$ cat config.mk
export PLATFORM = sky130hd
export DESIGN_NAME = permutation_fsm
export DESIGN_NICKNAME = d
export VERILOG_FILES = /design/src/rtl/permutation_fsm_pkg.sv /design/src/rtl/permutation_fsm_compteur_ronde.sv /design/src/rtl/permutation_fsm.sv
export SDC_FILE = /design/constraint.sdc
export NUM_CORES = 1
export LEC_CHECK = 0
export ABC_AREA = 1
export CAP_MARGIN = 20
export CORE_AREA = 3 3 40 42
export DETAILED_ROUTE_END_ITERATION = 10
export DIE_AREA = 0 0 43 45
export PLACE_DENSITY = 0.61
export SYNTH_ARGS = -nofsm -noshare
export SYNTH_HDL_FRONTEND = slang
export SYNTH_SLANG_ARGS = --single-unit
$ cat constraint.sdc
create_clock -name clock_i -period 1.1 [get_ports clock_i]
set_input_delay 0.165 -clock clock_i [delete_from_list [all_inputs] [get_ports clock_i]]
set_output_delay 0.165 -clock clock_i [all_outputs]
set_load 0.03 [all_outputs]
$ cat src/rtl/permutation_fsm_pkg.sv
// ascon_pack: round-control constants and FSM state type shared by the permutation control block.
package ascon_pack;
  localparam int ROUND_W = 4;
  localparam logic [ROUND_W-1:0] LAST_ROUND = ROUND_W'(11);
  localparam logic [ROUND_W-1:0] P6_FIRST = ROUND_W'(6);
  typedef enum logic [1:0] {IDLE, RUN, DONE} type_perm_fsm_state;
endpackage

$ cat src/rtl/permutation_fsm_compteur_ronde.sv
// compteur_ronde: loadable round up-counter; load has priority over increment.
module compteur_ronde
  import ascon_pack::*;
(
  input  logic               clock_i,
  input  logic               reset_i,
  input  logic               load_i,
  input  logic [ROUND_W-1:0] load_val_i,
  input  logic               inc_i,
  output logic [ROUND_W-1:0] count_o
);
  logic [ROUND_W-1:0] count_q, count_d;
  always_comb count_d = load_i ? load_val_i : inc_i ? count_q + ROUND_W'(1) : count_q;
  always_ff @(posedge clock_i or posedge reset_i)
    if (reset_i) count_q <= '0;
    else count_q <= count_d;
  assign count_o = count_q;
endmodule

$ cat src/rtl/permutation_fsm.sv
// permutation_fsm: sequences p12/p6 rounds for the ASCON core and pulses done when the state is permuted.
module permutation_fsm
  import ascon_pack::*;
(
  input  logic               clock_i,
  input  logic               reset_i,
  input  logic               start_i,
  input  logic               p6_i,
  output logic [ROUND_W-1:0] round_o,
  output logic               enable_o,
  output logic               sel_mux_o,
  output logic               busy_o,
  output logic               done_o
);
  type_perm_fsm_state state_q, state_d;
  logic first_q, first_d, is_idle, is_run, is_done, last, go, load, inc;
  logic [ROUND_W-1:0] load_val;
  always_ff @(posedge clock_i or posedge reset_i)
    if (reset_i) begin
      state_q <= IDLE;
      first_q <= 1'b0;
    end else begin
      state_q <= state_d;
      first_q <= first_d;
    end
  always_comb begin
    is_idle  = state_q == IDLE;
    is_run   = state_q == RUN;
    is_done  = state_q == DONE;
    last     = round_o == LAST_ROUND;
    go       = is_idle && start_i;
    state_d  = go ? RUN : (is_run && !last) ? RUN : (is_run && last) ? DONE : IDLE;
    first_d  = go;
    // counter returns to 0 on the last round so IDLE always shows round 0
    load     = go || (is_run && last);
    load_val = (go && p6_i) ? P6_FIRST : '0;
    inc      = is_run && !last;
  end
  compteur_ronde u_cnt (
    .clock_i    (clock_i),
    .reset_i    (reset_i),
    .load_i     (load),
    .load_val_i (load_val),
    .inc_i      (inc),
    .count_o    (round_o)
  );
  assign enable_o  = is_run;
  assign sel_mux_o = (is_run && !first_q) || is_done;
  assign busy_o    = !is_idle;
  assign done_o    = is_done;
endmodule
==> metrics.txt, run 1 <==
Post-DP Area 568 um2; DRT Wirelength 925 um; cts hold-fix bufs 0; Site Rows 13; largest net degree at the start of global routing 8; Total GRT Usage 0.110; final hold vios 0; TritonRoute pass-1 iters 4; violated checks setup timing; GRT Residual Overflow 0; most frequent CP cell buf_6; Slowest cell on crit path dfrtp_1; Power, Total 2.09 mW; die height 45 um; first-pass GRT wire length 1.50 mm; WHS 128 ps; Post-Syn Area 392 um2; mean area per synthesized cell 7.99 um2; HP Class input pin to asynchronous set/reset pin; chip width 43 um; CP Buf/Inv Count 3; synth-to-layout area growth 81.8%; max-capacitance violation count 0; met2 Usage GRT 0.180; Yosys top cell by area dfrtp_1; Setup CP Type flip-flop to output pin; final instance area 712 um2; global routing's busiest layer met2; maximum VDD drop 1.42 mV; Critical Path AT 1180 ps; status finished with violations; fin worst setup slack -240 ps; CTS Sinks 7; input/output buffers 11; Clk Latency, worst-skew pair 260 ps; CTS Buffer Depth 2; Final Cycle Share 1.22; share of cells above drive strength 1 0.568; R2R Setup Slk -80 ps; Final GP Congestion 0.770; Slew @ Worst Pin 273 ps; critical path endpoint sel_mux_o; Clock Pin Slew Worst Setup and Hold Paths 60 ps; CP max stage delay 390 ps; Core Region 0.00128 mm2; post-synthesis cell count 49; # setup viols final 7; Synth cell types 15; initial antenna violation count 0; routed len/inst 10.4 um; synthesized flop and latch total 7; vias in the first global route 355; min cycle time layout 1340 ps; TritonCTS Buffers 3; Setup TNS -924 ps; filler instances 112; initial DRC count 6; pre-CTS setup slack -178 ps; CP Launch Type flip-flop; register area share after synthesis 0.447; relative slew slack 0.818; H-Tree Depth 1; Max Freq 746 MHz; CP Data Required Time 940 ps; Clock Skew 2.72 ps; top cell type's share of synthesized area 0.447; crit-path max FO 3; I/O pins 12; syn nets 54; nets@finish 80; reg-to-reg critical path endpoint u_cnt.count_o[3]$_DFFE_PP0P_; Critical Path Stages 5; RSZ-0062 raised after global routing yes; grt met3 use 0.0120; Pwr Density 2930 mW/mm2; Cell Chain, Critical Path buf_6 > inv_8 > nor2_4 > o21bai_4 > buf_6; Worst R2R Path Depth 8; static leakage 0.356 nW; Residual DRC 0; starting density of the core 0.305; root buffer cell clkbuf_4; synth warn 0; estimated wirelength of the detail-placed design 669 um; CP Capture Type output pin; max-slew violation count 0; post-DR vias/cell 4.31; Antenna diodes 0; reg2reg start state_q[1]$_DFF_PP0_; number of vias in the routed layout 384; ranking of synthesized cells by area dfrtp_1 45%, nand2_1 8.6%, inv_1 7.7%; CTS tree done; Antenna Nets Post-Route 0; Die Footprint 0.00194 mm2; CP Launch Point state_q[1]$_DFF_PP0_; CP delay by family, top flip-flops; met1 global-route usage 0.131
## cell usage in the layout (no fill, tap or decap), types with 2 or more instances in the layout
| master | n |
|---|---|
| xor2_1 | 2 |
| dfrtp_1 | 4 |
| nor2_1 | 4 |
| clkdlybuf4s50_1 | 3 |
| nor2_2 | 3 |
| clkbuf_4 | 3 |
| inv_1 | 8 |
| buf_4 | 12 |
| nand3_1 | 4 |
| dfrtp_2 | 3 |
| nand2_2 | 2 |
| nand2_1 | 7 |
| nor2_4 | 2 |
| buf_6 | 6 |
## registers in the layout, summed over array words and instances (netlist names)
register / flops
first_q: 1
u_cnt.count_o: 4
state_q: 2
## per-stage QoR
step	util	instances
6_report	0.554	89
3_5_place_dp	0.442	80
3_3_place_gp	0.442	80
5_1_grt	0.554	89
2_1_floorplan	-	49
4_1_cts	0.524	87
## cells by family after synthesis
family                   share of synthesized area
flip-flops                                   0.447
XOR/XNOR                                    0.0447
AO/OA/AOI/OAI                               0.0959
adder cells (fa/ha/maj)                     0.0319
AND/OR/NAND/NOR                              0.284
buffers and inverters                       0.0959
## timing repair
item | 4_1_cts | 5_1_grt
setup buffers | 3 | 3
endpoints found under the hold margin | 0 | 0
pin swaps | 1 | 4
setup endpoints to repair | 6 | 8
resized for setup | 16 | 10
## how the worst min path moves through the flow
stage                       start                           end  slack, ps
after floorplan           reset_i             first_q$_DFF_PP0_        -30
final                     reset_i  u_cnt.count_o[1]$_DFFE_PP0P_        130
after detailed placement  reset_i  u_cnt.count_o[3]$_DFFE_PP0P_        420
after CTS                 reset_i  u_cnt.count_o[3]$_DFFE_PP0P_        140
after global routing      reset_i  u_cnt.count_o[3]$_DFFE_PP0P_        150
after global placement    reset_i  u_cnt.count_o[3]$_DFFE_PP0P_        410
## synthesized netlist by cell type
master	count
nand2_1	9
inv_1	8
dfrtp_1	7
nor2_1	6
nand3_1	5
nor2_2	3
inv_2	2
xor2_1	2
a21oi_2	1
ha_1	1
nand2_2	1
nor3_1	1
o211ai_2	1
o21ai_2	1
o21bai_1	1
## power breakdown
part | internal [mW] | switching [mW]
sequential | 0.374 | 0.133
clock | 0.134 | 0.115
combinational | 0.619 | 0.714
## layout make-up
type / instances / area (um2) / area share
Clock inverter: 1 / 5.00 / 0.00703
Timing Repair Buffer: 21 / 188 / 0.264
Inverter: 10 / 45.0 / 0.0633
Sequential cell: 7 / 179 / 0.251
Tap cell: 15 / 18.8 / 0.0264
Clock buffer: 3 / 22.5 / 0.0316
Multi-Input combinational cell: 32 / 254 / 0.357
## routing by layer
layer  up-vias  routed length (um)
met3         3                  60
met1       165                 405
met5         -                   0
li1        201                   -
met4         0                  27
met2        15                 431
No activity file was read; power rests on OpenSTA's default activity.
==> run 2: changes to the inputs <==
--- a/config.mk
+++ b/config.mk
@@ -7,10 +7,10 @@
 export LEC_CHECK = 0
 export ABC_AREA = 1
 export CAP_MARGIN = 20
-export CORE_AREA = 3 3 40 42
+export CORE_MARGIN = 3
+export CORE_UTILIZATION = 24
 export DETAILED_ROUTE_END_ITERATION = 10
-export DIE_AREA = 0 0 43 45
-export PLACE_DENSITY = 0.61
+export PLACE_DENSITY = 0.52
 export SYNTH_ARGS = -nofsm -noshare
 export SYNTH_HDL_FRONTEND = slang
 export SYNTH_SLANG_ARGS = --single-unit
==> run 2 against run 1 <==
  * The run still ends with setup timing left
  * Combinational power hardly changed
  * Clock power is 4% lower
  * Utilization is 6.1 points lower
  * Fmax is 1.3% lower
  * Highest routed layer unchanged
  * Largest cell class unchanged
==> metrics.txt, run 2 (synthesis gave the netlist of run 1 again) <==
nets@finish 78; static leakage 0.350 nW; Comb pwr share 0.637; number of vias in the routed layout 385; Clock Skew 6.43 ps; most frequent cells in the layout 8 x buf_4, 7 x nand2_1, 7 x buf_6; clock share of power 0.114; final core occ 0.493; CP Launch Point state_q[1]$_DFF_PP0_; GRT Residual Overflow 0; max-capacitance violation count 0; post-DR vias/cell 4.43; Site Rows 13; CP Capture Type output pin; largest net degree at the start of global routing 8; min cycle time layout 1360 ps; Clock Pin Slew Worst Setup and Hold Paths 60 ps; status finished with violations; Setup CP Type flip-flop to output pin; vias in the first global route 383; WHS 135 ps; fin worst setup slack -258 ps; CTS Buffer Depth 2; chip width 46.4 um; routed len/inst 12.4 um; root buffer cell clkbuf_4; estimated wirelength of the detail-placed design 708 um; Critical Path AT 1190 ps; reg2reg start state_q[0]$_DFF_PP0_; maximum VDD drop 1.22 mV; net switching power 0.980 mW; RSZ-0062 raised after global routing yes; die height 46.4 um; # setup viols final 7; Final GP Congestion 0.684; TritonCTS Buffers 3; commonest non-fill, non-tap cell in the layout buf_4; synth-to-layout area growth 78.3%; Antenna Nets Post-Route 0; Residual DRC 0; Max Freq 736 MHz; violated checks setup timing; relative slew slack 0.813; DRT Wirelength 1.08 mm; I/O pins 12; Total GRT Usage 0.122; first-pass GRT wire length 1.74 mm; input/output buffers 11; Switching Share 0.470; Largest register FFs 4; share of cells above drive strength 1 0.583; CP Launch Type flip-flop; Die Footprint 0.00215 mm2; Antenna diodes 0; H-Tree Depth 1; Int Pwr 1.11 mW; crit-path max FO 3; initial DRC count 1; Slew @ Worst Pin 280 ps; CP Data Required Time 940 ps; starting density of the core 0.277; Core Region 0.00142 mm2; TritonRoute pass-1 iters 2; Clk Latency, worst-skew pair 260 ps; initial antenna violation count 0; Sequential Power Share 0.248; CTS tree done; Pwr Density 2990 mW/mm2; HP Class input pin to asynchronous set/reset pin; Final Cycle Share 1.23; final hold vios 0; max-slew violation count 0; CTS Sinks 7
==> run 2: cell count changes in the layout (fill, tap and decap cells not counted), sizes merged <==
cell,change
buf,-3
clkdlybuf4s15,+1
==> run 2: layer usage <==
| metal | part of all wire | GRT usage | vias up |
|---|---|---|---|
| met5 | 0 | 0 | - |
| met4 | 0.0074 | 0.0852 | 0 |
| met3 | 0.053 | 0.0273 | 2 |
| met2 | 0.53 | 0.192 | 11 |
| met1 | 0.41 | 0.144 | 175 |
| li1 | - | - | 197 |
==> run 2: worst max-delay path, cell delays in order (launching register included) <==
cell and delay (ps):
dfrtp_1 400, buf_6 140, inv_6 60, nor2_4 30
o21bai_4 160, buf_6 140
==> run 2: layout make-up <==
cell class                 instances  area [um2]
timing repair buffer              19         180
tap                               15        18.8
clock buffer                       3        22.5
inverter                          10        42.5
fill                             138         717
sequential                         7         179
clock inverter                     1        5.00
multi-input combinational         32         250
==> run 2: through the flow <==
stage | cells | setup slack [ps] | TNS, ps | cell area (um2) | power (mW)
finish | 87 | -258 | -1070 | 698 | 2.09
global route | 87 | -304 | -1540 | 698 | 2.25
CTS | 85 | -245 | -1010 | 658 | 1.98
detailed placement | 78 | -231 | -657 | 553 | 1.59
global placement | 78 | -214 | -659 | 553 | 1.57
floorplan | 49 | -76.8 | -201 | 419 | 1.22
==> run 2: power by group through the flow <==
stage	clock (mW)	sequential, mW	combinational (mW)
finish	0.239	0.518	1.33
global route	0.262	0.546	1.45
CTS	0.248	0.510	1.22
detailed placement	0	0.507	1.08
global placement	0	0.507	1.07
floorplan	0	0.646	0.578
==> run 2: what timing repair did <==
item / in CTS / in global routing
buffers inserted: 3 / 2
setup endpoints to repair: 7 / 8
resized for setup: 16 / 8
pin swaps: 1 / 4
hold buffers: 0 / 0
cloned: 0 / 0
==> run 2: final timing paths <==
check                                                     to  slack (ps)  depth (start not counted)
worst max-delay path                               sel_mux_o        -260                          5
worst min-delay path            u_cnt.count_o[3]$_DFFE_PP0P_         130                          2
worst max register to register  u_cnt.count_o[2]$_DFFE_PP0P_        -110                          7
worst min register to register  u_cnt.count_o[1]$_DFFE_PP0P_         560                          2
max in group asynchronous       u_cnt.count_o[2]$_DFFE_PP0P_         720                          2
min in group clock_i            u_cnt.count_o[1]$_DFFE_PP0P_         560                          2
==> run 3: changes to the inputs <==
--- a/config.mk
+++ b/config.mk
@@ -7,7 +7,7 @@
 export LEC_CHECK = 0
 export ABC_AREA = 1
 export CAP_MARGIN = 20
-export CORE_MARGIN = 3
+export CORE_MARGIN = 2
 export CORE_UTILIZATION = 24
 export DETAILED_ROUTE_END_ITERATION = 10
 export PLACE_DENSITY = 0.52
==> run 3 against run 2 <==
  * The flow still finishes with violations (setup timing)
  * Non-clock buffer count unchanged
  * Fmax up 2.0%
  * Flip-flop and latch count unchanged
  * Combinational power down 8%
  * Sequential power down 2%
  * Worst hold slack better by 2.8 ps
  * Power down 5.9%
  * Clock power about the same
  * Via count down 3.1%
  * Sequential share of layout area up 0.66 points
  * First-iteration DRC count rose to 3.0 times the previous value
  * Critical endpoint unchanged
  * Highest routed layer unchanged
==> metrics.txt, run 3 (synthesis gave the netlist of run 1 again) <==
initial antenna violation count 0; Largest register FFs 4; Post-Layout Cell Count 88; Critical Path AT 1170 ps; final hold vios 0; Core Region 0.00152 mm2; CP Data Required Time 940 ps; die height 44.4 um; max-slew violation count 0; crit-path max FO 3; HP Class input pin to asynchronous set/reset pin; max-capacitance violation count 0; Power, Total 1.96 mW; DRT Wirelength 878 um; Pwr Density 2880 mW/mm2; commonest non-fill, non-tap cell in the layout buf_4; RSZ-0062 raised after global routing yes; Site Rows 14; synth-to-layout area growth 73.8%; CTS Buffer Depth 2; Antenna diodes 0; final core occ 0.447; relative slew slack 0.816; violated checks setup timing; reg-to-reg critical path endpoint u_cnt.count_o[3]$_DFFE_PP0P_; Die Footprint 0.00197 mm2; maximum VDD drop 1.33 mV; share of cells above drive strength 1 0.528; most frequent cells in the layout 9 x buf_4, 8 x inv_1, 8 x nand2_1; largest net degree at the start of global routing 8; post-DR vias/cell 4.24; Max Freq 751 MHz; starting density of the core 0.257; CTS tree done; H-Tree Depth 1; filler instances 159; TritonRoute pass-1 iters 4; static leakage 0.341 nW; Final GP Congestion 0.666; Clk Latency, worst-skew pair 250 ps; nets@finish 78; reg2reg start state_q[1]$_DFF_PP0_; routed len/inst 9.98 um; Residual DRC 0; GRT Residual Overflow 0; chip width 44.4 um; input/output buffers 11; Worst R2R Path Depth 8; TritonCTS Buffers 3; # setup viols final 5; Cells after DPL 82; root buffer cell clkbuf_4; Final Cycle Share 1.21; number of vias in the routed layout 373; Total GRT Usage 0.114; cts hold-fix bufs 0; Antenna Nets Post-Route 0; R2R Setup Slk -20 ps; Setup CP Type flip-flop to output pin; vias in the first global route 351; CP Launch Type flip-flop; Clock Pin Slew Worst Setup and Hold Paths 60 ps; status finished with violations; fin worst setup slack -231 ps; Clock Skew 6.37 ps; initial DRC count 3; CP Capture Type output pin; first-pass GRT wire length 1.53 mm; min cycle time layout 1330 ps; Slew @ Worst Pin 276 ps; I/O pins 12; estimated wirelength of the detail-placed design 654 um; CTS Sinks 7
==> run 3: worst max-delay path by stage <==
stage	startpoint	to	slack, ps	cells past startpoint
2_1_floorplan	state_q[0]$_DFF_PP0_	sel_mux_o	-80	2
4_1_cts	state_q[1]$_DFF_PP0_	sel_mux_o	-240	5
6_report	state_q[1]$_DFF_PP0_	sel_mux_o	-230	5
3_3_place_gp	state_q[0]$_DFF_PP0_	busy_o	-210	3
5_1_grt	state_q[1]$_DFF_PP0_	sel_mux_o	-270	5
3_5_place_dp	state_q[0]$_DFF_PP0_	busy_o	-220	3
==> run 3: final cells by class <==
cell class / instances / area [um2] / share of cell area
well taps: 16 / 20.0 / 0.0294
multi-input cells: 32 / 233 / 0.342
flip-flops and latches: 7 / 179 / 0.263
repair buffers: 19 / 176 / 0.259
inverters: 10 / 45.0 / 0.0662
clock buffers: 3 / 22.5 / 0.0331
clock inverters: 1 / 5.00 / 0.00735
==> run 3: metal layers <==
metal	global-route usage	vias to the layer above	share of wire
li1	-	197	-
met5	0	-	0
met2	0.156	9	0.48
met1	0.153	165	0.46
met3	0.0245	2	0.052
met4	0.0909	0	0.010
==> run 3: report_power, final <==
group	switching, mW	internal, mW
combinational	0.675	0.547
sequential	0.132	0.374
clock	0.103	0.133
==> run 3: worst max-delay path, stage by stage (launching register included) <==
cell	delay, ps
dfrtp_1	390
buf_6	140
inv_8	60
nor2_4	30
o21bai_4	160
buf_6	140
==> run 3: stage by stage <==
step / instance area [um2] / worst slack (ps) / hold slack, ps / TNS [ps]
5_1_grt: 681 / -273 / 180 / -1200
3_5_place_dp: 577 / -222 / 421 / -622
3_3_place_gp: 577 / -213 / 421 / -582
4_1_cts: 657 / -239 / 143 / -901
6_report: 681 / -231 / 138 / -818
2_1_floorplan: 419 / -76.8 / -31.8 / -201
==> run 3: timing repair <==
action,CTS,global route
resized for setup,14,4
pin swaps,0,2
setup endpoints to repair,6,8
buffers inserted,1,1
